==> src/rtl/seg7_pkg.sv <==
// rtl/seg7_pkg.sv - shared types, segment table and BCD helper for the seven-segment output block
package seg7_pkg;

  localparam int NDIG       = 8;
  localparam int BCD_DIGITS = 10;

  typedef enum logic {
    S_IDLE = 1'b0,
    S_CONV = 1'b1
  } seg7_state_t;

  localparam logic [6:0] SEG_BLANK = 7'h7F;
  localparam logic [6:0] SEG_DASH  = 7'h3F;

  // Active-low, bit0 = segment a ... bit6 = segment g
  localparam logic [6:0] SEG_TABLE [16] = '{
    7'h40, 7'h79, 7'h24, 7'h30, 7'h19, 7'h12, 7'h02, 7'h78,
    7'h00, 7'h10, 7'h08, 7'h03, 7'h46, 7'h21, 7'h06, 7'h0E
  };

  // Double-dabble correction: every digit >= 5 gets +3 before the shift
  function automatic logic [4*BCD_DIGITS-1:0] dd_adjust(input logic [4*BCD_DIGITS-1:0] b);
    logic [4*BCD_DIGITS-1:0] r;
    r = b;
    for (int d = 0; d < BCD_DIGITS; d++) begin
      if (b[4*d +: 4] >= 4'd5) r[4*d +: 4] = b[4*d +: 4] + 4'd3;
    end
    return r;
  endfunction

endpackage

==> src/rtl/seg7_bcd_out_if.sv <==
// rtl/seg7_bcd_out_if.sv - CPU-side write port and status of the seven-segment output block
interface seg7_bcd_out_if;

  logic        wr_en;
  logic [31:0] wr_data;
  logic        hex_mode;
  logic        busy;
  logic        ovf;

  modport master (
    output wr_en, wr_data, hex_mode,
    input  busy, ovf
  );

  modport slave (
    input  wr_en, wr_data, hex_mode,
    output busy, ovf
  );

endinterface

==> src/rtl/seg7_decode.sv <==
// rtl/seg7_decode.sv - one digit to active-low segments; dash overrides blank, blank overrides digit
module seg7_decode
  import seg7_pkg::*;
(
  input  logic [3:0] digit_i,
  input  logic       blank_i,
  input  logic       dash_i,
  output logic [6:0] seg_o
);

  always_comb begin
    seg_o = SEG_TABLE[digit_i];
    if (dash_i)       seg_o = SEG_DASH;
    else if (blank_i) seg_o = SEG_BLANK;
  end

endmodule

==> src/rtl/seg7_bcd_out.sv <==
// rtl/seg7_bcd_out.sv - 32-bit value to eight seven-segment digits, decimal via sequential double-dabble or raw hex
module seg7_bcd_out
  import seg7_pkg::*;
#(
  parameter bit LZ_BLANK = 1'b1
) (
  input  logic           clk,
  input  logic           rst_n,
  seg7_bcd_out_if.slave  bus,
  output logic [6:0]     HEX0,
  output logic [6:0]     HEX1,
  output logic [6:0]     HEX2,
  output logic [6:0]     HEX3,
  output logic [6:0]     HEX4,
  output logic [6:0]     HEX5,
  output logic [6:0]     HEX6,
  output logic [6:0]     HEX7
);

  localparam int BCD_W = 4 * BCD_DIGITS;

  seg7_state_t       state_q, state_d;
  logic [31:0]       bin_q, bin_d;
  logic [BCD_W-1:0]  bcd_q, bcd_d;
  logic [4:0]        cnt_q, cnt_d;
  logic [31:0]       disp_q, disp_d;
  logic              hex_q, hex_d;
  logic              ovf_q, ovf_d;

  logic [BCD_W-1:0]  shifted;
  logic              last_shift;

  assign shifted    = {dd_adjust(bcd_q)[BCD_W-2:0], bin_q[31]};
  assign last_shift = (state_q == S_CONV) && (cnt_q == 5'd31);

  always_ff @(posedge clk or negedge rst_n) begin
    if (!rst_n) begin
      state_q <= S_IDLE;
      bin_q   <= '0;
      bcd_q   <= '0;
      cnt_q   <= '0;
      disp_q  <= '0;
      hex_q   <= 1'b0;
      ovf_q   <= 1'b0;
    end else begin
      state_q <= state_d;
      bin_q   <= bin_d;
      bcd_q   <= bcd_d;
      cnt_q   <= cnt_d;
      disp_q  <= disp_d;
      hex_q   <= hex_d;
      ovf_q   <= ovf_d;
    end
  end

  // A write always wins over an in-flight conversion, either mode
  always_comb begin
    state_d = state_q;
    if (bus.wr_en)       state_d = bus.hex_mode ? S_IDLE : S_CONV;
    else if (last_shift) state_d = S_IDLE;
  end

  always_comb begin
    bin_d  = bin_q;
    bcd_d  = bcd_q;
    cnt_d  = cnt_q;
    disp_d = disp_q;
    hex_d  = hex_q;
    ovf_d  = ovf_q;
    if (bus.wr_en) begin
      if (bus.hex_mode) begin
        disp_d = bus.wr_data;
        hex_d  = 1'b1;
        ovf_d  = 1'b0;
      end else begin
        bin_d = bus.wr_data;
        bcd_d = '0;
        cnt_d = '0;
      end
    end else if (state_q == S_CONV) begin
      bcd_d = shifted;
      bin_d = {bin_q[30:0], 1'b0};
      cnt_d = cnt_q + 5'd1;
      if (last_shift) begin
        disp_d = shifted[31:0];
        ovf_d  = |shifted[BCD_W-1:32];
        hex_d  = 1'b0;
      end
    end
  end

  always_comb begin
    bus.busy = (state_q == S_CONV);
  end

  assign bus.ovf = ovf_q;

  // A digit blanks when it and every digit above it are zero; HEX0 always shows
  logic [NDIG-1:0] blank;
  always_comb begin
    logic all_zero;
    all_zero = 1'b1;
    blank    = '0;
    for (int i = NDIG - 1; i >= 0; i--) begin
      all_zero = all_zero && (disp_q[4*i +: 4] == 4'd0);
      blank[i] = LZ_BLANK && !hex_q && all_zero && (i != 0);
    end
  end

  logic [6:0] seg [NDIG];

  for (genvar g = 0; g < NDIG; g++) begin : g_dig
    seg7_decode u_dec (
      .digit_i (disp_q[4*g +: 4]),
      .blank_i (blank[g]),
      .dash_i  (ovf_q),
      .seg_o   (seg[g])
    );
  end

  assign HEX0 = seg[0];
  assign HEX1 = seg[1];
  assign HEX2 = seg[2];
  assign HEX3 = seg[3];
  assign HEX4 = seg[4];
  assign HEX5 = seg[5];
  assign HEX6 = seg[6];
  assign HEX7 = seg[7];

endmodule

==> src/flat_wrapper.sv <==
// flat-port wrapper written by rule: the top's interface ports become plain ports
module seg7_bcd_out_flat import seg7_pkg::*;
#(
  parameter bit LZ_BLANK = 1'b1
)
  (clk, rst_n, HEX0, HEX1, HEX2, HEX3, HEX4, HEX5, HEX6, HEX7, bus_wr_en, bus_wr_data, bus_hex_mode, bus_busy, bus_ovf);
  seg7_bcd_out_if bus_i ();
  input  logic clk;
  input  logic rst_n;
  output logic [6:0] HEX0;
  output logic [6:0] HEX1;
  output logic [6:0] HEX2;
  output logic [6:0] HEX3;
  output logic [6:0] HEX4;
  output logic [6:0] HEX5;
  output logic [6:0] HEX6;
  output logic [6:0] HEX7;
  input wire logic [$bits(bus_i.wr_en)-1:0] bus_wr_en;
  input wire logic [$bits(bus_i.wr_data)-1:0] bus_wr_data;
  input wire logic [$bits(bus_i.hex_mode)-1:0] bus_hex_mode;
  output wire logic [$bits(bus_i.busy)-1:0] bus_busy;
  output wire logic [$bits(bus_i.ovf)-1:0] bus_ovf;
  assign bus_i.wr_en = bus_wr_en;
  assign bus_i.wr_data = bus_wr_data;
  assign bus_i.hex_mode = bus_hex_mode;
  assign bus_busy = bus_i.busy;
  assign bus_ovf = bus_i.ovf;
  seg7_bcd_out #(.LZ_BLANK(LZ_BLANK)) u_core (.clk(clk), .rst_n(rst_n), .bus(bus_i), .HEX0(HEX0), .HEX1(HEX1), .HEX2(HEX2), .HEX3(HEX3), .HEX4(HEX4), .HEX5(HEX5), .HEX6(HEX6), .HEX7(HEX7));
endmodule
==> config.mk <==
export PLATFORM = sky130hd
export DESIGN_NAME = seg7_bcd_out_flat
export DESIGN_NICKNAME = d
export VERILOG_FILES = /design/src/rtl/seg7_pkg.sv /design/src/rtl/seg7_bcd_out_if.sv /design/src/rtl/seg7_decode.sv /design/src/rtl/seg7_bcd_out.sv /design/src/flat_wrapper.sv
export SDC_FILE = /design/constraint.sdc
export NUM_CORES = 1
export LEC_CHECK = 0
export CAP_MARGIN = 20
export CORE_UTILIZATION = 58
export CTS_CLUSTER_DIAMETER = 50
export DETAILED_ROUTE_END_ITERATION = 8
export GPL_ROUTABILITY_DRIVEN = 1
export GPL_TIMING_DRIVEN = 0
export PLACE_DENSITY = 0.83
export SYNTH_ARGS = -nofsm -noshare
export SYNTH_HDL_FRONTEND = slang
export SYNTH_HIERARCHICAL = 1
export SYNTH_SLANG_ARGS = --single-unit
==> constraint.sdc <==
create_clock -name clk -period 3.35 [get_ports clk]
set_input_delay 0.8375 -clock clk [delete_from_list [all_inputs] [get_ports clk]]
set_output_delay 0.8375 -clock clk [all_outputs]
set_load 0.005 [all_outputs]
# [Word level (Yosys, flattened, before mapping)]
# Memories as Yosys holds them, arrays and structs flattened.
# Index checks and enable logic that the tools add are counted.
[op_classes] add_sub_neg=11 order_cmp=18 eq_ne=3 n_mux=64 bitwise_logic=8 n_reduce_logical=27
[op_table] cell="2-to-1 mux 32 bit" n=7
[op_table] cell="2-to-1 mux 7 bit" n=31
[op_table] cell="2-to-1 mux 40 bit" n=3
[op_table] cell="greater-or-equal comparator 4 x 3 -> 1 bit, second input constant" n=10
[op_table] cell="greater-or-equal comparator 5 bit, second input constant" n=8
[op_table] cell="NOT 4 -> 5 bit" n=8
[op_table] cell="adder 4 x 2 -> 4 bit, second input constant" n=9
[op_table] cell="2-to-1 mux 4 bit" n=9
[op_table] cell="logical NOT 4 bit" n=7
[op_table] cell="2-to-1 mux 5 bit" n=3
[op_table] cell="logical AND 1 bit" n=14
[op_table] cell="2-to-1 mux 1 bit" n=10
[op_table] cell="OR reduction 8 bit" n=1
[op_table] cell="adder 5 x 1 -> 5 bit, second input constant" n=1
[op_table] cell="equality test 5 bit, second input constant" n=1
[op_table] cell="nonzero test 2 bit" n=2
[op_table] cell="adder 3 x 2 -> 3 bit, second input constant" n=1
[op_table] cell="2-to-1 mux 3 bit" n=1
[op_table] cell="AND reduction 3 bit" n=1
[op_table] cell="inequality test 2 x 1 -> 1 bit, second input constant" n=1
[op_table] cell="inequality test 2 bit, second input constant" n=1
[op_table] cell="AND reduction 2 bit" n=1
[op_table] cell="logical NOT 1 bit" n=1
[word_totals] regBits=112 rom_bits=896 in_bits=36 out_inout_bits=58 elab_cells=146 n_memories=8
[memory_table] memory="(name not given)" depth=16 width=7 read_ports=1 rd_clocked_by_memory_dff=0 wr=0 line="seg7_decode.sv:12" source="seg_o = SEG_TABLE[digit_i];"
[memory_table] memory="(name not given)" depth=16 width=7 read_ports=1 rd_clocked_by_memory_dff=0 wr=0 line="seg7_decode.sv:12"
[memory_table] memory="(name not given)" depth=16 width=7 read_ports=1 rd_clocked_by_memory_dff=0 wr=0 line="seg7_decode.sv:12"
[memory_table] memory="(name not given)" depth=16 width=7 read_ports=1 rd_clocked_by_memory_dff=0 wr=0 line="seg7_decode.sv:12"
[memory_table] memory="(name not given)" depth=16 width=7 read_ports=1 rd_clocked_by_memory_dff=0 wr=0 line="seg7_decode.sv:12"
[memory_table] memory="(name not given)" depth=16 width=7 read_ports=1 rd_clocked_by_memory_dff=0 wr=0 line="seg7_decode.sv:12"
[memory_table] memory="+2 memories"

# [Depth between registers and ports, before layout]
[depth] depth_word=10 mapped_depth=9 depth_no_buf=8

# [By module]
# Netlist, hierarchy kept.
[by_module_without_submodules] mod="seg7_bcd_out" n_inst=1 cells_each=647 area_each_um2=5849.4 seq_area_each_um2=2802.7
[by_module_without_submodules] mod="seg7_decode at u_core.g_dig[3].u_dec ..." n_inst=5 cells_each=42 area_each_um2=336.6 seq_area_each_um2=0.0
[by_module_without_submodules] mod="seg7_decode at u_core.g_dig[0].u_dec ..." n_inst=2 cells_each=43 area_each_um2=354.1 seq_area_each_um2=0.0
[by_module_without_submodules] mod="seg7_decode at u_core.g_dig[1].u_dec" n_inst=1 cells_each=42 area_each_um2=335.3 seq_area_each_um2=0.0

# [Worst setup path before layout]
# OpenSTA, ideal clock, no wires.
[synth_timing] path_kind="reg2out" start="reg u_core.disp_q[25]" end="out HEX1[6]" t_arrival_ns=1.945 t_required_ns=2.513 slack_ns=0.567 path_stages_with_launch=9 path_buffers=0 path_cell_list="dfrtp_1 -> nor4_2 -> and4b_1 -> and2_1 -> and3_1 -> and2_1 -> nand2b_1 -> a21oi_2 -> a211oi_2"
[synth_via] elab_chain_len=10
[synth_rtl] item="from (decl)" line="seg7_bcd_out.sv:26" source="logic [31:0] disp_q, disp_d;"
[synth_rtl] item="from (signal assigned)" line="seg7_bcd_out.sv:50" source="disp_q <= disp_d;"
[synth_rtl] item="logical NOT 4 bit" line="seg7_bcd_out.sv:105" source="all_zero = all_zero && (disp_q[4*i +: 4] == 4'd0);"
[synth_rtl] item="logical AND 1 bit (6 in a row)" line="seg7_bcd_out.sv:105"
[synth_rtl] item="logical AND 1 bit" line="seg7_bcd_out.sv:106" source="blank[i] = LZ_BLANK && !hex_q && all_zero && (i != 0);"
[synth_rtl] item="via u_core.blank[1]" line="seg7_bcd_out.sv:99" source="logic [NDIG-1:0] blank;"
[synth_rtl] item="2-to-1 mux 7 bit" line="seg7_decode.sv:14" source="else if (blank_i) seg_o = SEG_BLANK;"
[synth_rtl] item="2-to-1 mux 7 bit" line="seg7_decode.sv:13" source="if (dash_i) seg_o = SEG_DASH;"
[synth_rtl] item="to (decl)" line="flat_wrapper.sv:11" source="output logic [6:0] HEX1;"
# The timed path passes the listed nets, and every way through them passes these cells.

# [Worst setup path after layout]
[layout_timing] start="reg u_core.disp_q[29]" end="out HEX2[1]"
[layout_via] elab_chain_len=9
[layout_rtl] item="logical NOT 4 bit" line="seg7_bcd_out.sv:105"
[layout_rtl] item="logical AND 1 bit (5 in a row)" line="seg7_bcd_out.sv:105"
[layout_rtl] item="logical AND 1 bit" line="seg7_bcd_out.sv:106"
[layout_rtl] item="via u_core.blank[2]" line="seg7_bcd_out.sv:99"
[layout_rtl] item="2-to-1 mux 7 bit" line="seg7_decode.sv:14"
[layout_rtl] item="2-to-1 mux 7 bit" line="seg7_decode.sv:13"
[layout_rtl] item="to (decl)" line="flat_wrapper.sv:12" source="output logic [6:0] HEX2;"
# The timed path passes the listed nets, and every way through them passes these cells.

==> results.yml <==
logic_synthesis:
  yosysSeqAreaShare: 0.327
  synth_area_per_cell_um2: 8.71
  synth_top_area_cell: "dfrtp_1"
  postSynth.asyncResetShare: 1.00
  synth_cell_types: 66
  syn_area_mm2: 0.00858
  synth-seq-cells: 112
  synth_edf_count: 0
  yosysTopAreaCellShare: 0.327
  synth_warnings: 6
  synth_top_cells_by_area: "dfrtp_1 33%, ha_1 11%, nand2_1 7.9%"
  ys.flop_type: "dfrtp_1"
  synthCells: 985
cts:
  clockRootBuffer: "clkbuf_16"
  clkLatencyLatePin_ns: 0.35
  clkSinkCount: 112
  cts_max_path_buffers: 2
  tritoncts: "yes"
  htree_levels: 3
  clkTransAtPathRegs_ns: 0.07
  cts_buffers: 9
  holdBufCountCts: 0
pwr:
  combinationalPowerShare: 0.363
  power_mw: 4.32
  ir_drop_uv: 279
  clkPwrFrac: 0.252
  p_switching_mw: 1.40
  swShare: 0.325
  intPower_mw: 2.92
  power_density_mw_per_mm2: 423
  p_seq_frac: 0.385
  power_leakage_nw: 4.65
min_path:
  min_path_cells: 2
  hold_class: "flip-flop to flip-flop"
die:
  initial_core_util: 0.592
  dieArea_mm2: 0.0153
  core-area_mm2: 0.0145
  die_w_um: 124
  die_h_um: 124
  num_rows: 44
  pin_count: 94
placed_design:
  dp_cells: 1266
  placed_area_mm2: 0.00977
  port_buffers: 93
  dp_hpwl_mm: 15.6
  gp_congestion: 0.882
  place_ws_ns: -0.324
route:
  wirelength_mm: 21.8
  met2_length_mm: 10.2
  drt_iter0_markers: 740
  drtPass1Iterations: 5
  dr.max_layer_used: "met4"
  vias: 7723
  wl_met1_mm: 9.85
  drc_errors: 0
  ant_nets: 0
  wl_met3_mm: 1.31
  via_per_inst: 5.97
  wl_per_cell_um: 16.9
timing:
  period_share: 0.975
  grt_setup_unrepaired: "yes"
  period_needed_ns: 3.27
  timing.slew.headroom: 0.503
  hold_violations: 0
  setup_ws_ns: 0.0832
  timing.fmax_ghz: 0.306
  finClkSkew_ns: 0.00575
  finalMaxSlewViolations: 0
  setup_viol: 0
  tightest_slew_ns: 0.745
  fin_tns_setup_ns: 0
  fin_hold_ws_ns: 0.483
critical_path:
  cp-start-kind: "flip-flop"
  worst_r2r_path_depth: 7
  required_ns: 2.51
  worst-path-max-fanout: 6
  worstSetupPathType: "flip-flop to output port"
  crit_path_end_kind: "output port"
  cp.arrival_ns: 2.43
cells_and_area:
  fin_util: 0.706
  stdcell_count: 1293
  multi_input_area_mm2: 0.00520
  fin_nets: 1217
  regArea_mm2: 0.00281
  areaGrowthSynthToFinish_pct: 19.1
  drive_gt1_frac: 0.138
  final_area_mm2: 0.0102
  n_fill_cell: 1084
global_route:
  track_usage: 0.298
  grt_start_max_net_pins: 58
  grt_first_pass_wirelength_mm: 35.4
  antenna_found_initial: 1
  grt_overflow: 0
  grt_pass1_vias: 7033
run_status:
  outcome: "complete, no violations"
run:
  drv_cap: 0
cells in the final DEF, fill, tap and decap left out, types with 6 or more instances in the layout:
cell type / n
and2_1: 7
dfrtp_2: 7
mux2i_1: 11
o21ai_1: 29
buf_8: 6
o311ai_1: 8
o211ai_1: 15
nor3b_1: 10
xnor2_1: 10
nor2_1: 36
buf_4: 15
a31oi_1: 8
nand3b_1: 8
buf_6: 18
o211a_1: 6
nand3_1: 12
clkbuf_16: 9
clkbuf_2: 7
clkdlybuf4s50_1: 70
inv_1: 38
a211oi_1: 27
ha_1: 78
nand2_1: 180
a22oi_1: 30
a211oi_2: 10
buf_2: 14
xor2_1: 7
dlymetal6s2s_1: 8
a21oi_1: 71
nor2b_1: 11
o21ai_0: 52
clkbuf_1: 17
dlygate4sd2_1: 9
dfrtp_1: 105
nor3_1: 15
o21ai_2: 6
a21o_1: 8
nand2b_1: 28
synthesized netlist by cell type (all sizes together) (11+ instances only):
library cell,n
dfrtp,112
nand2,182
a21oi,76
nor2b,12
mux2i,11
buf,44
a22oi,30
nor3,17
o211ai,18
nand3,12
inv,38
clkbuf,20
ha,78
a211oi,37
and2,11
nand2b,36
nor2,46
o21ai,87
final cells by class:
| class | count | share of cell area |
|---|---|---|
| multi-input combinational | 774 | 0.509 |
| inverter | 38 | 0.0140 |
| clock buffer | 13 | 0.0255 |
| antenna | 1 | 0.000245 |
| sequential | 112 | 0.275 |
| buffer | 64 | 0.0501 |
| tap | 184 | 0.0225 |
| timing repair buffer | 104 | 0.0998 |
| clock inverter | 3 | 0.00392 |
cells by family after synthesis:
group | after synthesis | share of synthesized area
multiplexers | 16 | 0.0216
buffers and inverters | 102 | 0.0763
other | 1 | 0.000437
AND/OR/NAND/NOR | 351 | 0.202
XOR/XNOR | 17 | 0.0174
AO/OA/AOI/OAI | 308 | 0.242
adder cells (fa/ha/maj) | 78 | 0.114
flip-flops | 112 | 0.327
power by group through the flow:
stage	registers, mW	clock network (mW)	logic (mW)
6_report	1.66	1.09	1.57
5_1_grt	1.68	1.16	1.74
4_1_cts	1.65	1.10	1.56
3_5_place_dp	1.69	0	1.55
3_3_place_gp	1.68	0	1.51
2_1_floorplan	1.64	0	0.953
registers in the layout, indices dropped and copies added, names as in the netlist:
signal,flops
u_core/bin_q,32
u_core/disp_q,32
u_core/hex_q,1
u_core/bus.busy,1
u_core/cnt_q,5
u_core/bcd_q,40
u_core/bus.ovf,1
metal layers:
metal  vias up  track usage
met1      3693        0.422
met2       280        0.467
met4         0        0.105
met3        44       0.0408
li1       3706            -
met5         -            0
critical path: stages, from the launching register on:
cell and delay, ns:
dfrtp_2 0.43, nor4_4 0.29, and4b_2 0.30, and2_4 0.17, and3_4 0.21, nor2_2 0.08
nand3_1 0.10, clkdlybuf4s50_1 0.49
worst paths after layout:
check / slack [ns] / end / startpoint
setup / recovery: 0.08 / HEX2[1] / u_core/disp_q[29]
hold / removal: 0.48 / u_core/bin_q[1] / u_core/bin_q[1]
setup reg to reg: 1.25 / u_core/bus.ovf / u_core/bcd_q[32]
hold reg to reg: 0.48 / u_core/bin_q[1] / u_core/bin_q[1]
max in group asynchronous: 2.08 / u_core/disp_q[7] / rst_n
min in group asynchronous: 0.54 / u_core/bcd_q[30] / rst_n
what timing repair did:
action | in CTS | in global routing
pin swaps | 10 | 9
buffers inserted | 8 | 2
endpoints found under the setup margin | 33 | 28
cloned | 0 | 0
gates resized for setup | 33 | 24
Power figures use the tool's default switching activity.
